--- src/rtl/game_ctrl_pkg.sv ---
// Shared game constants, state codes and coordinate helpers for game_ctrl.
package game_ctrl_pkg;

  // State codes kept numerically identical to the legacy encodings used by
  // the pipe generator and the overlay.
  localparam logic [1:0] IDLE = 2'd0;
  localparam logic [1:0] PLAY = 2'd1;
  localparam logic [1:0] DEAD = 2'd2;

  localparam int unsigned SCREEN_W = 640;
  localparam int unsigned SCREEN_H = 480;

  // Collision arithmetic is done 11 bits wide so sums of 10-bit columns and
  // sprite sizes never wrap.
  localparam int unsigned COORD_W = 11;
  typedef logic [COORD_W-1:0] coord_t;

  // Zero-extend a 10-bit column into the collision domain.
  function automatic coord_t col_ext(input logic [9:0] v);
    return coord_t'(v);
  endfunction

  // Zero-extend a 9-bit row into the collision domain.
  function automatic coord_t row_ext(input logic [8:0] v);
    return coord_t'(v);
  endfunction

endpackage

--- src/rtl/game_ctrl_bcd2_counter.sv ---
// Two-digit BCD score counter: sync clear, +1/+2 steps, saturates at 99.
module bcd2_counter (
  input  logic       clk,
  input  logic       rst_n,
  input  logic       clear,
  input  logic       inc1,
  input  logic       inc2,
  output logic [7:0] bcd
);

  logic [3:0] ones;
  logic [3:0] tens;
  logic [1:0] amount;
  logic [4:0] ones_sum;

  // Step size for this cycle; inc2 covers two pipes passed on one tick.
  always_comb begin
    amount = 2'd0;
    if (inc2)
      amount = 2'd2;
    else if (inc1)
      amount = 2'd1;
    ones_sum = {1'b0, ones} + {3'b000, amount};
  end

  // Digit update with carry into tens and saturation at 99.
  always_ff @(posedge clk) begin
    if (!rst_n || clear) begin
      ones <= '0;
      tens <= '0;
    end else if (amount != 2'd0) begin
      if (ones_sum > 5'd9) begin
        if (tens == 4'd9) begin
          ones <= 4'd9;
        end else begin
          ones <= 4'(ones_sum - 5'd10);
          tens <= tens + 4'd1;
        end
      end else begin
        ones <= ones_sum[3:0];
      end
    end
  end

  assign bcd = {tens, ones};

endmodule

--- src/rtl/game_ctrl.sv ---
// Game-state controller: collision detection, pipe scoring and run FSM.
module game_ctrl
  import game_ctrl_pkg::*;
#(
  parameter int unsigned BIRD_W    = 48,
  parameter int unsigned BIRD_H    = 34,
  parameter int unsigned PIPE_W    = 52,
  parameter int unsigned GAP_H     = 120,
  parameter int unsigned GROUND_Y  = 400,
  parameter int unsigned DEAD_HOLD = 32
) (
  input  logic       clk,
  input  logic       rst_n,
  input  logic       frame_tick,
  input  logic       start_btn,
  input  logic [9:0] bird_x,
  input  logic [8:0] bird_y,
  input  logic [9:0] pipe0_x,
  input  logic [8:0] pipe0_gap,
  input  logic [9:0] pipe1_x,
  input  logic [8:0] pipe1_gap,
  output logic       playing,
  output logic       game_over,
  output logic       hit,
  output logic [7:0] score_bcd
);

  localparam coord_t C_BIRD_W   = coord_t'(BIRD_W);
  localparam coord_t C_BIRD_H   = coord_t'(BIRD_H);
  localparam coord_t C_PIPE_W   = coord_t'(PIPE_W);
  localparam coord_t C_GAP_H    = coord_t'(GAP_H);
  localparam coord_t C_GROUND_Y = coord_t'(GROUND_Y);
  localparam coord_t C_SCREEN_H = coord_t'(SCREEN_H);

  localparam int unsigned HOLD_W = $clog2(DEAD_HOLD + 1);
  localparam logic [HOLD_W-1:0] HOLD_MAX = HOLD_W'(DEAD_HOLD);

  logic [1:0]        state;
  logic              start_q;
  logic [HOLD_W-1:0] hold_cnt;
  logic [1:0]        passed;

  coord_t bx;
  coord_t by;
  coord_t px [2];
  coord_t pg [2];

  logic [1:0] pipe_hit;
  logic [1:0] pipe_pass;
  logic [1:0] pipe_respawn;
  logic       ceiling_hit;
  logic       ground_hit;
  logic       collide;
  logic       eval;
  logic       score_tick;
  logic       start_edge;
  logic       go_play;
  logic       inc1;
  logic       inc2;

  // Widen all positions into the non-wrapping collision domain.
  always_comb begin
    bx    = col_ext(bird_x);
    by    = row_ext(bird_y);
    px[0] = col_ext(pipe0_x);
    px[1] = col_ext(pipe1_x);
    pg[0] = row_ext(pipe0_gap);
    pg[1] = row_ext(pipe1_gap);
  end

  // Per-pipe overlap, pass and respawn terms for the current inputs.
  always_comb begin
    pipe_hit     = '0;
    pipe_pass    = '0;
    pipe_respawn = '0;
    for (int unsigned k = 0; k < 2; k++) begin
      pipe_hit[k] = (bx < px[k] + C_PIPE_W) && (bx + C_BIRD_W > px[k]) &&
                    ((by < pg[k]) || (by + C_BIRD_H > pg[k] + C_GAP_H));
      pipe_pass[k]    = !passed[k] && (px[k] + C_PIPE_W <= bx);
      pipe_respawn[k] = px[k] > bx + C_BIRD_W;
    end
  end

  // Screen-edge collisions, evaluation qualifiers and run-start decision.
  always_comb begin
    ceiling_hit = by >= C_SCREEN_H;
    ground_hit  = by + C_BIRD_H > C_GROUND_Y;
    collide     = ceiling_hit || ground_hit || (|pipe_hit);
    eval        = (state == PLAY) && frame_tick;
    score_tick  = eval && !collide;
    start_edge  = start_btn && !start_q;
    go_play     = start_edge &&
                  ((state == IDLE) || ((state == DEAD) && (hold_cnt == HOLD_MAX)));
    inc1        = score_tick && (pipe_pass == 2'b01 || pipe_pass == 2'b10);
    inc2        = score_tick && (pipe_pass == 2'b11);
  end

  // Run FSM, hit pulse and start-button edge register.
  always_ff @(posedge clk) begin
    if (!rst_n) begin
      state   <= IDLE;
      hit     <= 1'b0;
      start_q <= 1'b0;
    end else begin
      start_q <= start_btn;
      hit     <= eval && collide;
      case (state)
        IDLE:    if (go_play) state <= PLAY;
        PLAY:    if (eval && collide) state <= DEAD;
        DEAD:    if (go_play) state <= PLAY;
        default: state <= IDLE;
      endcase
    end
  end

  // Frames spent in DEAD, saturating once restart becomes allowed.
  always_ff @(posedge clk) begin
    if (!rst_n || go_play || (eval && collide)) begin
      hold_cnt <= '0;
    end else if ((state == DEAD) && frame_tick && (hold_cnt != HOLD_MAX)) begin
      hold_cnt <= hold_cnt + 1'b1;
    end
  end

  // Passed flags: set on first pass, cleared once the pipe reappears on the right.
  always_ff @(posedge clk) begin
    if (!rst_n || go_play) begin
      passed <= '0;
    end else if (score_tick) begin
      for (int unsigned k = 0; k < 2; k++) begin
        if (pipe_pass[k])
          passed[k] <= 1'b1;
        else if (pipe_respawn[k])
          passed[k] <= 1'b0;
      end
    end
  end

  bcd2_counter u_score (
    .clk   (clk),
    .rst_n (rst_n),
    .clear (go_play),
    .inc1  (inc1),
    .inc2  (inc2),
    .bcd   (score_bcd)
  );

  assign playing   = (state == PLAY);
  assign game_over = (state == DEAD);

endmodule

--- config.mk ---
export PLATFORM = sky130hd
export DESIGN_NAME = game_ctrl
export DESIGN_NICKNAME = d
export VERILOG_FILES = /design/src/rtl/game_ctrl_pkg.sv /design/src/rtl/game_ctrl_bcd2_counter.sv /design/src/rtl/game_ctrl.sv
export SDC_FILE = /design/constraint.sdc
export NUM_CORES = 1
export LEC_CHECK = 0
export CORE_ASPECT_RATIO = 0.5
export CORE_MARGIN = 3
export CORE_UTILIZATION = 50
export DETAILED_ROUTE_END_ITERATION = 8
export PLACE_DENSITY = 0.8
export SLEW_MARGIN = 30
export SYNTH_ARGS = -nofsm -noshare
export SYNTH_HDL_FRONTEND = slang
export SYNTH_SLANG_ARGS = --single-unit
export TNS_END_PERCENT = 5
--- constraint.sdc ---
create_clock -name clk -period 8.15 [get_ports clk]
set_input_delay 0.815 -clock clk [delete_from_list [all_inputs] [get_ports clk]]
set_output_delay 0.815 -clock clk [all_outputs]
set_load 0.005 [all_outputs]
After elaboration in Yosys (flattened, before gate mapping) --
Cells that the tools add are included.
Word-level totals: flip-flop bits (word level) 20, input bits 61, word-level logic and storage cells 94
Cells by class: $add $sub $neg 10, $lt $le $gt $ge 15, equal/unequal tests 10, muxes and demuxes 11, bitwise gates (word level) 1, reductions and logical operators 39
Operator list (count):
- greater-than comparator 11 x 10 -> 1 bit | 4
- adder 10 x 6 -> 11 bit, second input constant | 3
- greater-than comparator 10 x 11 -> 1 bit | 2
- less-or-equal comparator 11 x 10 -> 1 bit | 2
- < comparator 10 x 11 -> 1 bit | 2
- adder 9 x 7 -> 10 bit, second input constant | 2
- < comparator 9 bit | 2
- logical AND 1 bit | 16
- adder 9 x 6 -> 10 bit, second input constant | 1
- greater-than comparator 10 x 9 -> 1 bit, second input constant | 1
- >= comparator 9 bit, second input constant | 1
- logical OR 1 bit | 8
- two-way mux 4 bit | 2
- adder 6 x 1 -> 6 bit, second input constant | 1
- == test 2 bit, second input constant | 3
- == test 6 bit, second input constant | 1
- two-way mux 2 bit | 3
- inequality test 6 bit, second input constant | 1
- AND reduction 2 bit | 3
- nonzero test 2 bit | 3
- adder 4 x 2 -> 5 bit | 1
- greater-than comparator 5 x 4 -> 1 bit, second input constant | 1
- zero test 1 bit | 5
- two-way mux 1 bit | 5
- 10 further kinds | 13

Logic depth before layout (Yosys ltp) --
Gate-level depths: netlist of run 1.
depth after elaboration 15, depth in mapped cells 25

Cells and area by module --
A second synthesis of run 1 with hierarchy kept.
Unflattened totals: cells, all modules 453, area total of the unflattened synthesis 3693.5 um^2
By module, submodules not included:
- game_ctrl | times used 1, cells each 377, area each 3045.4 um^2, seq. area each 240.2 um^2
- bcd2_counter | times used 1, cells each 76, area each 648.1 um^2, seq. area each 160.2 um^2

Worst setup path after synthesis of run 1 --
OpenSTA, ideal clock, no wires.
path type input-to-reg, from in bird_y[1], to reg u_score.tens[2], setup time 0.118 ns, arrival time 5.574 ns, required time 8.032 ns, setup slack 2.458 ns, stages on the path 21, path buffers 0, path through ha_1 > and3_1 > o21a_1 > and3_1 > ha_1 > nand2_1 > or4_1 > o221a_1 > a211o_1 > nor4b_1 > ha_1 > inv_1 > fa_1 > xor2_1 > ha_1 > nor2b_1 > a211o_1 > nand2_1 > nand2_1 > or4_4 > mux2i_1
On the way: cells in the longest elaborated chain, start to end 14, elaborated cells on any way between the ends 24, classes of those cells 2 x add/sub; 7 x order compare; 2 x mux; 13 x reduce/logical
RTL lines:
- start: declaration | line game_ctrl.sv:17 | input logic [8:0] bird_y,
- adder 9 x 6 -> 10 bit | line game_ctrl.sv:78, game_ctrl.sv:87
- greater-than comparator 11 x 10 -> 1 bit | line game_ctrl.sv:78 | ((by < pg[k]) || (by + C_BIRD_H > pg[k] + C_GAP_H));
- logical OR 1 bit | line game_ctrl.sv:78
- logical AND 1 bit | line game_ctrl.sv:77 | pipe_hit[k] = (bx < px[k] + C_PIPE_W) && (bx + C_BIRD_W > px[k]) &&
- OR reduction 2 bit | line game_ctrl.sv:88 | collide = ceiling_hit || ground_hit || (|pipe_hit);
- logical OR 1 bit (*) | line game_ctrl.sv:88
- zero test 1 bit (*) | line game_ctrl.sv:90 | score_tick = eval && !collide;
- logical AND 1 bit (*) | line game_ctrl.sv:90
- logical AND 1 bit | line game_ctrl.sv:94 | inc1 = score_tick && (pipe_pass == 2'b01 || pipe_pass == 2'b10);
- two-way mux 1 bit | line game_ctrl_bcd2_counter.sv:21 | else if (inc1)
- two-way mux 2 bit (*) | line game_ctrl_bcd2_counter.sv:19 | if (inc2)
- adder 4 x 2 -> 5 bit | line game_ctrl_bcd2_counter.sv:23 | ones_sum = {1'b0, ones} + {3'b000, amount};
- greater-than comparator 5 x 4 -> 1 bit | line game_ctrl_bcd2_counter.sv:32 | if (ones_sum > 5'd9) begin
- AND reduction 3 bit (no line) (*)
- end signal: assignment | line game_ctrl_bcd2_counter.sv:37 | tens <= tens + 4'd1;
- end: declaration | line game_ctrl_bcd2_counter.sv:12 | logic [3:0] tens;
Every way passes the cells marked *; elsewhere a longest branch is shown, timed or not. A chain may end at the register's enable or synchronous reset.

Final worst setup path of run 1 --
from in pipe0_x[2], to reg u_score.tens[3]
On the way: elaborated cells on any way between the ends 23, classes of those cells 2 x add/sub; 4 x order compare; 3 x eq/ne; 2 x mux; 12 x reduce/logical
RTL lines:
- start: declaration | line game_ctrl.sv:18 | input logic [9:0] pipe0_x,
- adder 10 x 6 -> 11 bit (*) | line game_ctrl.sv:79 | pipe_pass[k] = !passed[k] && (px[k] + C_PIPE_W <= bx);
- less-or-equal comparator 11 x 10 -> 1 bit (*) | line game_ctrl.sv:79
- logical AND 1 bit (*) | line game_ctrl.sv:79
- via pipe_pass[0] | line game_ctrl.sv:49 | logic [1:0] pipe_pass;
- == test 2 x 1 -> 1 bit / == test 2 bit (equally long branches) | line game_ctrl.sv:94
- logical OR 1 bit | line game_ctrl.sv:94
- logical AND 1 bit | line game_ctrl.sv:94
- two-way mux 1 bit | line game_ctrl_bcd2_counter.sv:21
- two-way mux 2 bit (*) | line game_ctrl_bcd2_counter.sv:19
- adder 4 x 2 -> 5 bit | line game_ctrl_bcd2_counter.sv:23
- greater-than comparator 5 x 4 -> 1 bit | line game_ctrl_bcd2_counter.sv:32
- AND reduction 3 bit (no line) (*)
The timed path passes the listed nets; every way through them passes the cells marked *.

==> out/qor.yml, run 1 <==
outcome: "completed"
period_share_pct: 81.1
antenna_found_initial: 0
path_delay_family: "adder cells"
slowest_delay_ps: 530
r2r-start: "state[0]"
h-tree-depth: 1
numCtsBuffers: 3
setup_viol_count_final: 0
rr_endpoint: "u_score.tens[3]"
ant_nets: 0
p_switching_mw: 0.164
drive_above_1_share_pct: 3.46
gp_congestion: 0.938
place_area_mm2: 0.00439
wl_per_cell_um: 15.3
crit_top_cell: "ha_1"
ir_drop_mv: 0.0655
synth-edff-count: 0
cp-end-kind: "flop"
synth_nets: 594
n_antenna_cell: 0
hpwlAfterDp_mm: 7.85
post-route-util_pct: 65.8
p_seq_share_pct: 22.7
critPathRequiredTime_ps: 8300
cts_sinks: 20
worst_pin_slew_ps: 644
fmax_ghz: 0.151
n_fill_cell: 615
intPower_mw: 0.282
max_slew_margin_pct: 56.6
p_comb_share_pct: 52.0
maxCapViolations: 0
numPortBuffers: 71
clk_path_buf_depth: 2
fin_skew_ps: 3.74
grtUsageTotal_pct: 22.1
period_needed_ps: 6610
cp_max_fo: 5
core_area_mm2: 0.00681
grt_max_degree: 13
dr.pass1.iters: 5
crit_slowest_cell: "o21ai_0"
hold_class: "flop to flop"
cts-root-buf: "clkbuf_16"
final_nets: 665
clkLatencyLatePin_ps: 250
cts_resized: 0
cts.clk_slew.worst_paths_ps: 60
ff2ff_setup_slack_ps: 4160
routed_wl_mm: 9.34
startpoint_type: "input pin"
grt_pass1_wl_mm: 15.4
startpoint: "pipe0_x[2]"
rsz0062_at_grt: "no"
die_area_mm2: 0.00828
cp-endpoint: "u_score.tens[3]"
tns_ps: 0
synth_cell_type_count: 56
synth_area_mm2: 0.00358
rows: 21
critical_path_depth: 25
hold_viol: 0
fin_area_mm2: 0.00448
arrival_ps: 6760
synth-seq-area-share_pct: 11.2
pin_count: 72
ys_seq_elements: 20
cts_setup_buffers: 0
p_leak_nw: 2.01
ys.flop_type: "dfxtp_1"
cts_tree: "built"
die_x_um: 126
die_h_um: 65.9
synthCells: 450
drc_errors: 0
syn2layout_area_growth_pct: 25.0
p_sw_share_pct: 36.8
power.share.clock_pct: 25.3
gr-total-overflow: 0
crit_buf_inv: 2
drv_slew: 0
grt_pass1_vias: 3418
async_flop_share_pct: 0
start_util_pct: 52.6
via_per_inst: 5.79
postCtsHoldBufs: 0
rr_worst_depth: 16
drt_iter0_markers: 228
vias: 3542
power_density_mw_per_mm2: 99.5
criticalPathCategory: "input pin to flop"
yosysWarningCount: 0
avgSynthCellArea_um2: 7.96
## state kept, by name (all words and copies together), names as in the netlist
| signal | count |
|---|---|
| passed | 2 |
| state | 2 |
| u_score.ones | 4 |
| hold_cnt | 6 |
| start_q | 1 |
| hit | 1 |
| u_score.tens | 4 |
## per-stage QoR
stage	std cells	worst slack [ps]	hold WS, ps	total power, mW
4_1_cts	612	1620	463	0.444
6_report	612	1540	463	0.446
2_1_floorplan	450	2460	439	0.247
5_1_grt	612	1200	497	0.478
3_5_place_dp	608	1410	455	0.330
3_3_place_gp	608	1580	451	0.327
## worst min-delay path, stage by stage, from the launching register on
cell,delay [ps]
dfxtp_1,310
o41ai_1,50
a21oi_1,50
## metal layers
metal / vias up / global-route usage, % / routed length, um
li1: 1805 / - / -
met4: 0 / 3.78 / 120
met1: 1598 / 30.9 / 4650
met5: - / 0 / 0
met3: 14 / 1.94 / 481
met2: 125 / 37.8 / 4090
## cell usage after synthesis (8+ instances only)
cell / instances / area (um^2)
a21o_1: 10 / 75.1
a21oi_1: 29 / 145
a31oi_1: 8 / 50.1
and3_1: 10 / 62.6
dfxtp_1: 20 / 400
ha_1: 82 / 1030
inv_1: 51 / 191
nand2_1: 27 / 101
nand3_1: 22 / 110
nand4_1: 10 / 62.6
nor2_1: 15 / 56.3
nor3_1: 13 / 65.1
o21ai_0: 16 / 80.1
xnor2_1: 23 / 201
xor2_1: 14 / 123
## layout by cell type, fill, tap and decap left out, types with 13 or more instances in the layout
| master | n |
|---|---|
| ha_1 | 82 |
| clkdlybuf4s50_1 | 71 |
| inv_1 | 51 |
| a21oi_1 | 29 |
| nand2_1 | 27 |
| xnor2_1 | 23 |
| nand3_1 | 22 |
| dfxtp_1 | 20 |
| o21ai_0 | 16 |
| nor2_1 | 15 |
| xor2_1 | 14 |
| nor3_1 | 13 |
## final cells by class
class / count / area (um^2) / area share, %
multi-input combinational: 373 / 2970 / 66.2
sequential: 20 / 400 / 8.94
timing repair buffer: 72 / 718 / 16.0
inverter: 51 / 191 / 4.27
clock buffer: 4 / 88.8 / 1.98
tap: 92 / 115 / 2.57
## power by group through the flow
stage	Clock (mW)	Sequential, mW	Combinational, mW
after detailed placement	0	0.103	0.226
after global routing	0.118	0.101	0.259
final	0.113	0.101	0.232
after floorplan	0	0.103	0.144
after global placement	0	0.103	0.224
after CTS	0.114	0.101	0.229
## how the worst min path moves through the flow
| stage | startpoint | to | slack (ps) | cells past startpoint |
|---|---|---|---|---|
| floorplan | passed[0] | passed[0] | 440 | 2 |
| global placement | passed[0] | passed[0] | 450 | 2 |
| detailed placement | passed[0] | passed[0] | 460 | 2 |
| CTS | passed[0] | passed[0] | 460 | 2 |
| global route | passed[0] | passed[0] | 500 | 2 |
| finish | passed[0] | passed[0] | 460 | 2 |
## kinds of logic after synthesis
logic type	share of synthesized area, %
flip-flops	11.2
AND/OR/NAND/NOR	19.7
adder cells (fa/ha/maj)	29.2
buffers and inverters	6.04
multiplexers	1.12
XOR/XNOR	10.1
AO/OA/AOI/OAI	22.6
Power figures use the tool's default switching activity.
==> inputs of run 2 (changes only) <==
--- a/config.mk
+++ b/config.mk
@@ -7,7 +7,7 @@
 export LEC_CHECK = 0
 export CORE_ASPECT_RATIO = 0.5
 export CORE_MARGIN = 3
-export CORE_UTILIZATION = 50
+export CORE_UTILIZATION = 48
 export DETAILED_ROUTE_END_ITERATION = 8
 export PLACE_DENSITY = 0.8
 export SLEW_MARGIN = 30
==> constraint.sdc (replaced) <==
create_clock -name clk -period 5.4 [get_ports clk]
set_input_delay 0.54 -clock clk [delete_from_list [all_inputs] [get_ports clk]]
set_output_delay 0.54 -clock clk [all_outputs]
set_load 0.005 [all_outputs]
==> out/qor.yml, run 2 (synthesis gave the netlist of run 1 again) <==
hold_class: "flop to flop"
numPortBuffers: 71  # unchanged
postCtsHoldBufs: 0  # unchanged
violations: "negative setup slack"
wl_per_cell_um: 19.2  # +26%
intPower_mw: 0.577  # +100%
largest_reg_flops: 6  # unchanged
rows: 21  # unchanged
numCtsBuffers: 3  # unchanged
fin_cells: 728  # +19%
critPathRequiredTime_ps: 5520  # -2780 ps
ir_drop_mv: 0.148  # +130%
hold_viol: 0  # unchanged
criticalPathCategory: "input pin to flop"
hpwlAfterDp_mm: 8.87  # +13%
worst_pin_slew_ps: 637  # -6.80 ps
final_nets: 781  # +17%
finalWorstSetupSlack_ps: -104  # -1640 ps
arrival_ps: 5620  # -1140 ps
cp_max_fo: 4  # -1
place_area_mm2: 0.00510  # +16%
max_slew_margin_pct: 57.5  # +0.91 points
p_leak_nw: 2.78  # +39%
final_common_cell: "buf_4"
gr-total-overflow: 0  # unchanged
placedCellCount: 702  # +15%
p_sw_share_pct: 37.1  # +0.36 points
pin_count: 72  # unchanged
top_layer: "met4"
fmax_ghz: 0.182
fin_skew_ps: 5.91  # +2.17 ps
outcome: "finished, violations left"
clk_path_buf_depth: 2  # unchanged
n_antenna_cell: 0  # unchanged
cts.clk_slew.worst_paths_ps: 60  # about the same
routed_wl_mm: 14.0  # +49%
grtUsageTotal_pct: 27.0  # +4.9 points
power.share.clock_pct: 22.8  # -2.5 points
dr_wl_met2_mm: 6.49  # +59%
n_fill_cell: 357  # -42%
cts_tree: "built"
die_h_um: 67.1  # +1.9%
p_comb_share_pct: 60.5  # +8.5 points
period_share_pct: 102
top_register: "hold_cnt"
cts_sinks: 20  # unchanged
grt_pass1_wl_mm: 18.8  # +22%
fin_area_mm2: 0.00584  # +30%
grt_max_degree: 13  # unchanged
m1WireLength_mm: 5.58  # +20%
post-route-util_pct: 83.8  # +18 points
clkLatencyLatePin_ps: 260  # about the same
maxCapViolations: 0  # unchanged
drt_iter0_markers: 442  # +94%
ant_nets: 0  # unchanged
die_x_um: 128  # +2.0%
die_area_mm2: 0.00860  # +3.9%
p_switching_mw: 0.341  # +110%
drc_errors: 0  # unchanged
p_seq_share_pct: 16.7  # -6.0 points
dr.pass1.iters: 9  # +4
cp-end-kind: "flop"
vias: 4441  # +25%
drive_above_1_share_pct: 31.9  # +28 points
startpoint_type: "input pin"
final_cell_mix: "buf_4 (113), ha_1 (72), clkdlybuf4s50_1 (50), inv_1 (46)"
drv_slew: 0  # unchanged
syn2layout_area_growth_pct: 62.9
core_area_mm2: 0.00696  # +2.3%
start_util_pct: 51.4  # -1.2 points
top_regs: "hold_cnt: 6 flops, u_score.ones: 4 flops, u_score.tens: 4 flops"
period_needed_ps: 5500
cts-root-buf: "clkbuf_16"
antenna_found_initial: 0  # unchanged
via_per_inst: 6.10  # +5.4%
power_density_mw_per_mm2: 157  # +58%
h-tree-depth: 1  # unchanged
rsz0062_at_grt: "yes"
wl_met3_mm: 1.23  # +150%
grt_pass1_vias: 4104  # +20%
whs_ps: 541  # +78.8 ps
setup_viol_count_final: 2  # +2
gp_congestion: 0.945  # +0.74%
[run 2: final cells by class]
type	instances	area [um^2]	share of cell area, %
multi-input combinational	373	3400	58.3
timing repair buffer	188	1620	27.8
sequential	20	400	6.86
tap	92	115	1.97
clock buffer	3	75.1	1.29
inverter	51	191	3.28
clock inverter	1	30.0	0.515
[run 2: what timing repair did]
item	4_1_cts	5_1_grt
setup buffers	9	13
pin swaps	27	56
setup endpoints to repair	8	8
resized for setup	42	87
[run 2: per-layer routing]
layer / GRT usage (%) / vias to the layer above
met5: 0 / -
met4: 6.61 / 0
met3: 3.92 / 81
met2: 48.9 / 284
met1: 33.9 / 2035
li1: - / 2041
[run 2: per-stage QoR]
stage / power (mW) / setup TNS, ps / setup slack [ps]
after CTS: 0.822 / 0 / 7.13
after detailed placement: 0.578 / -4020 / -775
after global placement: 0.565 / -2240 / -533
after global routing: 0.964 / -505 / -170
final: 0.917 / -174 / -104
after floorplan: 0.374 / 0 / 3.01
[run 2: final timing paths]
path	from	slack, ps	end	cells past startpoint
worst max-delay path	pipe1_gap[4]	-100	u_score.ones[1]	25
worst min-delay path	u_score.tens[2]	540	u_score.tens[2]	2
worst max register to register	state[0]	1570	u_score.ones[1]	17
worst min register to register	u_score.tens[2]	540	u_score.tens[2]	2
[run 2: power groups by stage]
| stage | Sequential (mW) | Combinational, mW | Clock (mW) |
|---|---|---|---|
| 2_1_floorplan | 0.156 | 0.219 | 0 |
| 3_3_place_gp | 0.156 | 0.409 | 0 |
| 3_5_place_dp | 0.156 | 0.421 | 0 |
| 4_1_cts | 0.153 | 0.462 | 0.208 |
| 5_1_grt | 0.154 | 0.595 | 0.216 |
| 6_report | 0.153 | 0.555 | 0.209 |
[run 2: worst max-delay path, stage by stage]
cell             delay, ps
clkdlybuf4s50_1        510
inv_1                   70
ha_1                   210
buf_4                  140
nand3_1                140
nand3_1                140
ha_1                   330
nand2_1                 60
nor3_1                 390
a31oi_2                230
and3_4                 230
nor4b_4                260
ha_2                   230
inv_2                   40
fa_2                   370
xor2_2                 180
ha_2                   220
nor2b_4                150
a211o_1                170
nand2_2                120
buf_4                  160
nand3_1                 90
o21ai_0                120
o41ai_1                430
a21oi_1                 80
==> inputs of run 3 (changes only) <==
--- a/config.mk
+++ b/config.mk
@@ -7,11 +7,13 @@
 export LEC_CHECK = 0
 export CORE_ASPECT_RATIO = 0.5
 export CORE_MARGIN = 3
-export CORE_UTILIZATION = 48
+export CORE_UTILIZATION = 37
 export DETAILED_ROUTE_END_ITERATION = 8
-export PLACE_DENSITY = 0.8
+export PLACE_DENSITY = 0.65
+export SKIP_LAST_GASP = 1
 export SLEW_MARGIN = 30
 export SYNTH_ARGS = -nofsm -noshare
 export SYNTH_HDL_FRONTEND = slang
+export SYNTH_HIERARCHICAL = 1
 export SYNTH_SLANG_ARGS = --single-unit
 export TNS_END_PERCENT = 5
==> out/qor.yml, run 3 <==
post-route-util_pct: 55.1  # -29 points
pin_count: 72  # unchanged
ir_drop_mv: 0.113  # -24%
gp_congestion: 0.858  # -9.3%
crit_buf_inv: 3  # -2
fin_area_mm2: 0.00527  # -9.6%
die_x_um: 147  # +15%
synthCells: 453  # +0.67%
cts_sinks: 20  # unchanged
slowest_delay_ps: 540  # +30 ps
synth_area_mm2: 0.00369  # +3.1%
worstPathCellList: "clkdlybuf4s50_1 -> buf_4 -> nand2b_1 -> nand2_1 -> xnor2_1 -> ha_1 -> and3_4 -> nand3_2 -> o32ai_2 -> o2bb2ai_2 -> a311oi_2 -> a211oi_2 -> and3_4 -> nor2b_2 -> ha_2 -> inv_1 -> fa_2 -> xor2_2 -> ha_4 -> and2b_2 -> a31oi_4 -> a21oi_2 -> or3_1 -> a31oi_1"
dr.pass1.iters: 4  # -5
drt_iter0_markers: 158  # -64%
ys.flop_type: "dfxtp_1"
hold_class: "flop to flop"
synth-edff-count: 0  # unchanged
ant_nets: 0  # unchanged
cp_max_fo: 4  # unchanged
worst_pin_slew_ps: 511  # -126 ps
wl_per_cell_um: 13.6  # -29%
yosysTopAreaCell: "ha_1"
async_flop_share_pct: 0  # unchanged
p_leak_nw: 2.40  # -14%
final_common_cell: "ha_1"
arrival_ps: 5360  # -260 ps
fmax_ghz: 0.193  # +6.1%
clkLatencyLatePin_ps: 250  # about the same
vias: 3699  # -17%
pre_cts_ws_ps: -305  # +471 ps
die_area_mm2: 0.0113  # +31%
fin_skew_ps: 3.01  # -2.89 ps
grt_pass1_vias: 3432  # -16%
avgSynthCellArea_um2: 8.15  # +2.4%
numCtsBuffers: 3  # unchanged
synth_nets: 597  # +0.51%
cts.clk_slew.worst_paths_ps: 60  # about the same
startpoint_type: "input pin"
cp-end-kind: "flop"
hold_viol: 0  # unchanged
period_needed_ps: 5190  # -318 ps
h-tree-depth: 1  # unchanged
ys_seq_elements: 20  # unchanged
syn2layout_area_growth_pct: 42.8
top_register: "hold_cnt"
critPathRequiredTime_ps: 5580  # +60 ps
yosys-top-cells-area: "ha_1 (28%), dfxtp_1 (11%), xnor2_1 (6.4%)"
grt_pass1_wl_mm: 16.0  # -15%
placedCellCount: 711  # +1.3%
clk_path_buf_depth: 2  # unchanged
maxCapViolations: 0  # unchanged
period_share_pct: 96.0  # -5.9 points
numPortBuffers: 71  # unchanged
hpwlAfterDp_mm: 8.31  # -6.3%
largest_reg_flops: 6  # unchanged
start_util_pct: 38.6  # -13 points
synth_cell_type_count: 73  # +30%
outcome: "completed"
final_cell_mix: "ha_1 (77), clkdlybuf4s50_1 (64), buf_4 (63), inv_1 (41), nand2_1 (29)"
tns_ps: 0  # +174 ps
antenna_found_initial: 0  # unchanged
synth.most_common_cell: "ha_1"
synth_top_area_share_pct: 27.8  # -0.86 points
final_nets: 732  # -6.3%
via_per_inst: 5.12  # -16%
n_antenna_cell: 0  # unchanged
routed_wl_mm: 9.80  # -30%
top_regs: "hold_cnt: 6 flops, u_score/ones: 4 flops, u_score/tens: 4 flops"
fin_cells: 722  # -0.82%
drive_above_1_share_pct: 21.3  # -11 points
crit_top_cell: "and3_4"
grt_max_degree: 13  # unchanged
drv_slew: 0  # unchanged
power_density_mw_per_mm2: 146  # -7.2%
criticalPathCategory: "input pin to flop"
drc_errors: 0  # unchanged
synthTopCellsByCount: "ha_1 (82), inv_1 (41), nand2_1 (29)"
path_delay_family: "simple AND/OR/NAND/NOR gates"
crit_slowest_cell: "clkdlybuf4s50_1"
synth-seq-area-share_pct: 10.8  # -0.34 points
gr-total-overflow: 0  # unchanged
core_area_mm2: 0.00957  # +37%
cts-root-buf: "clkbuf_16"
die_h_um: 76.7  # +14%
postCtsHoldBufs: 0  # unchanged
n_fill_cell: 882  # +150%
finalWorstSetupSlack_ps: 215  # +318 ps
rows: 25  # +19%
setup_viol_count_final: 0  # -2
grtUsageTotal_pct: 16.5  # -10 points
max_slew_margin_pct: 65.5  # +8.0 points
yosysWarningCount: 6  # +6
place_area_mm2: 0.00496  # -2.8%
cts_tree: "built"
==> run 3: metal layers <==
metal  vias up  track usage [%]  wire length [um]
li1       1954                -                 -
met4         0             1.49                35
met5         -                0                 0
met3         4             2.07               433
met1      1660             25.5              5260
met2        81             25.1              4070
==> run 3: cell type report <==
type                            instances  area, um^2  area share (%)
Tap cell                              135         169            3.20
Sequential cell                        20         400            7.59
Clock inverter                          1        30.0           0.569
Timing Repair Buffer                  134        1200            22.8
Inverter                               41         154            2.92
Clock buffer                            3        75.1            1.42
Multi-Input combinational cell        388        3240            61.5
==> run 3: per-stage QoR <==
| stage | power (mW) | hold slack [ps] |
|---|---|---|
| after detailed placement | 0.539 | 501 |
| after floorplan | 0.383 | 457 |
| after CTS | 0.754 | 515 |
| after global routing | 0.829 | 542 |
| after global placement | 0.536 | 501 |
| final | 0.769 | 516 |
==> run 3: final timing paths <==
check	from	end	slack, ps	cells past startpoint
min	passed[1]	passed[1]	520	1
min reg2reg	passed[1]	passed[1]	520	1
max	pipe0_x[5]	u_score/ones[2]	210	24
max reg2reg	state[0]	u_score/ones[2]	1920	15
==> run 3: cell families after synthesis <==
logic type / after synthesis / synth area share (%)
AND/OR/NAND/NOR: 151 / 22.0
AO/OA/AOI/OAI: 113 / 23.5
adder cells (fa/ha/maj): 83 / 28.3
buffers and inverters: 45 / 4.98
XOR/XNOR: 39 / 9.65
flip-flops: 20 / 10.8
multiplexers: 2 / 0.677
==> run 3: report_power, final <==
| group | leakage [nW] | switching (mW) | internal [mW] |
|---|---|---|---|
| Combinational | 2.19 | 0.200 | 0.212 |
| Sequential | 0.162 | 0.00248 | 0.151 |
| Clock | 0.0511 | 0.0571 | 0.147 |
==> run 3: timing repair <==
item,CTS,global route
buffers inserted,1,6
gates cloned,0,0
endpoints found under the setup margin,3,7
gates resized for setup,7,30
pin swaps,1,22
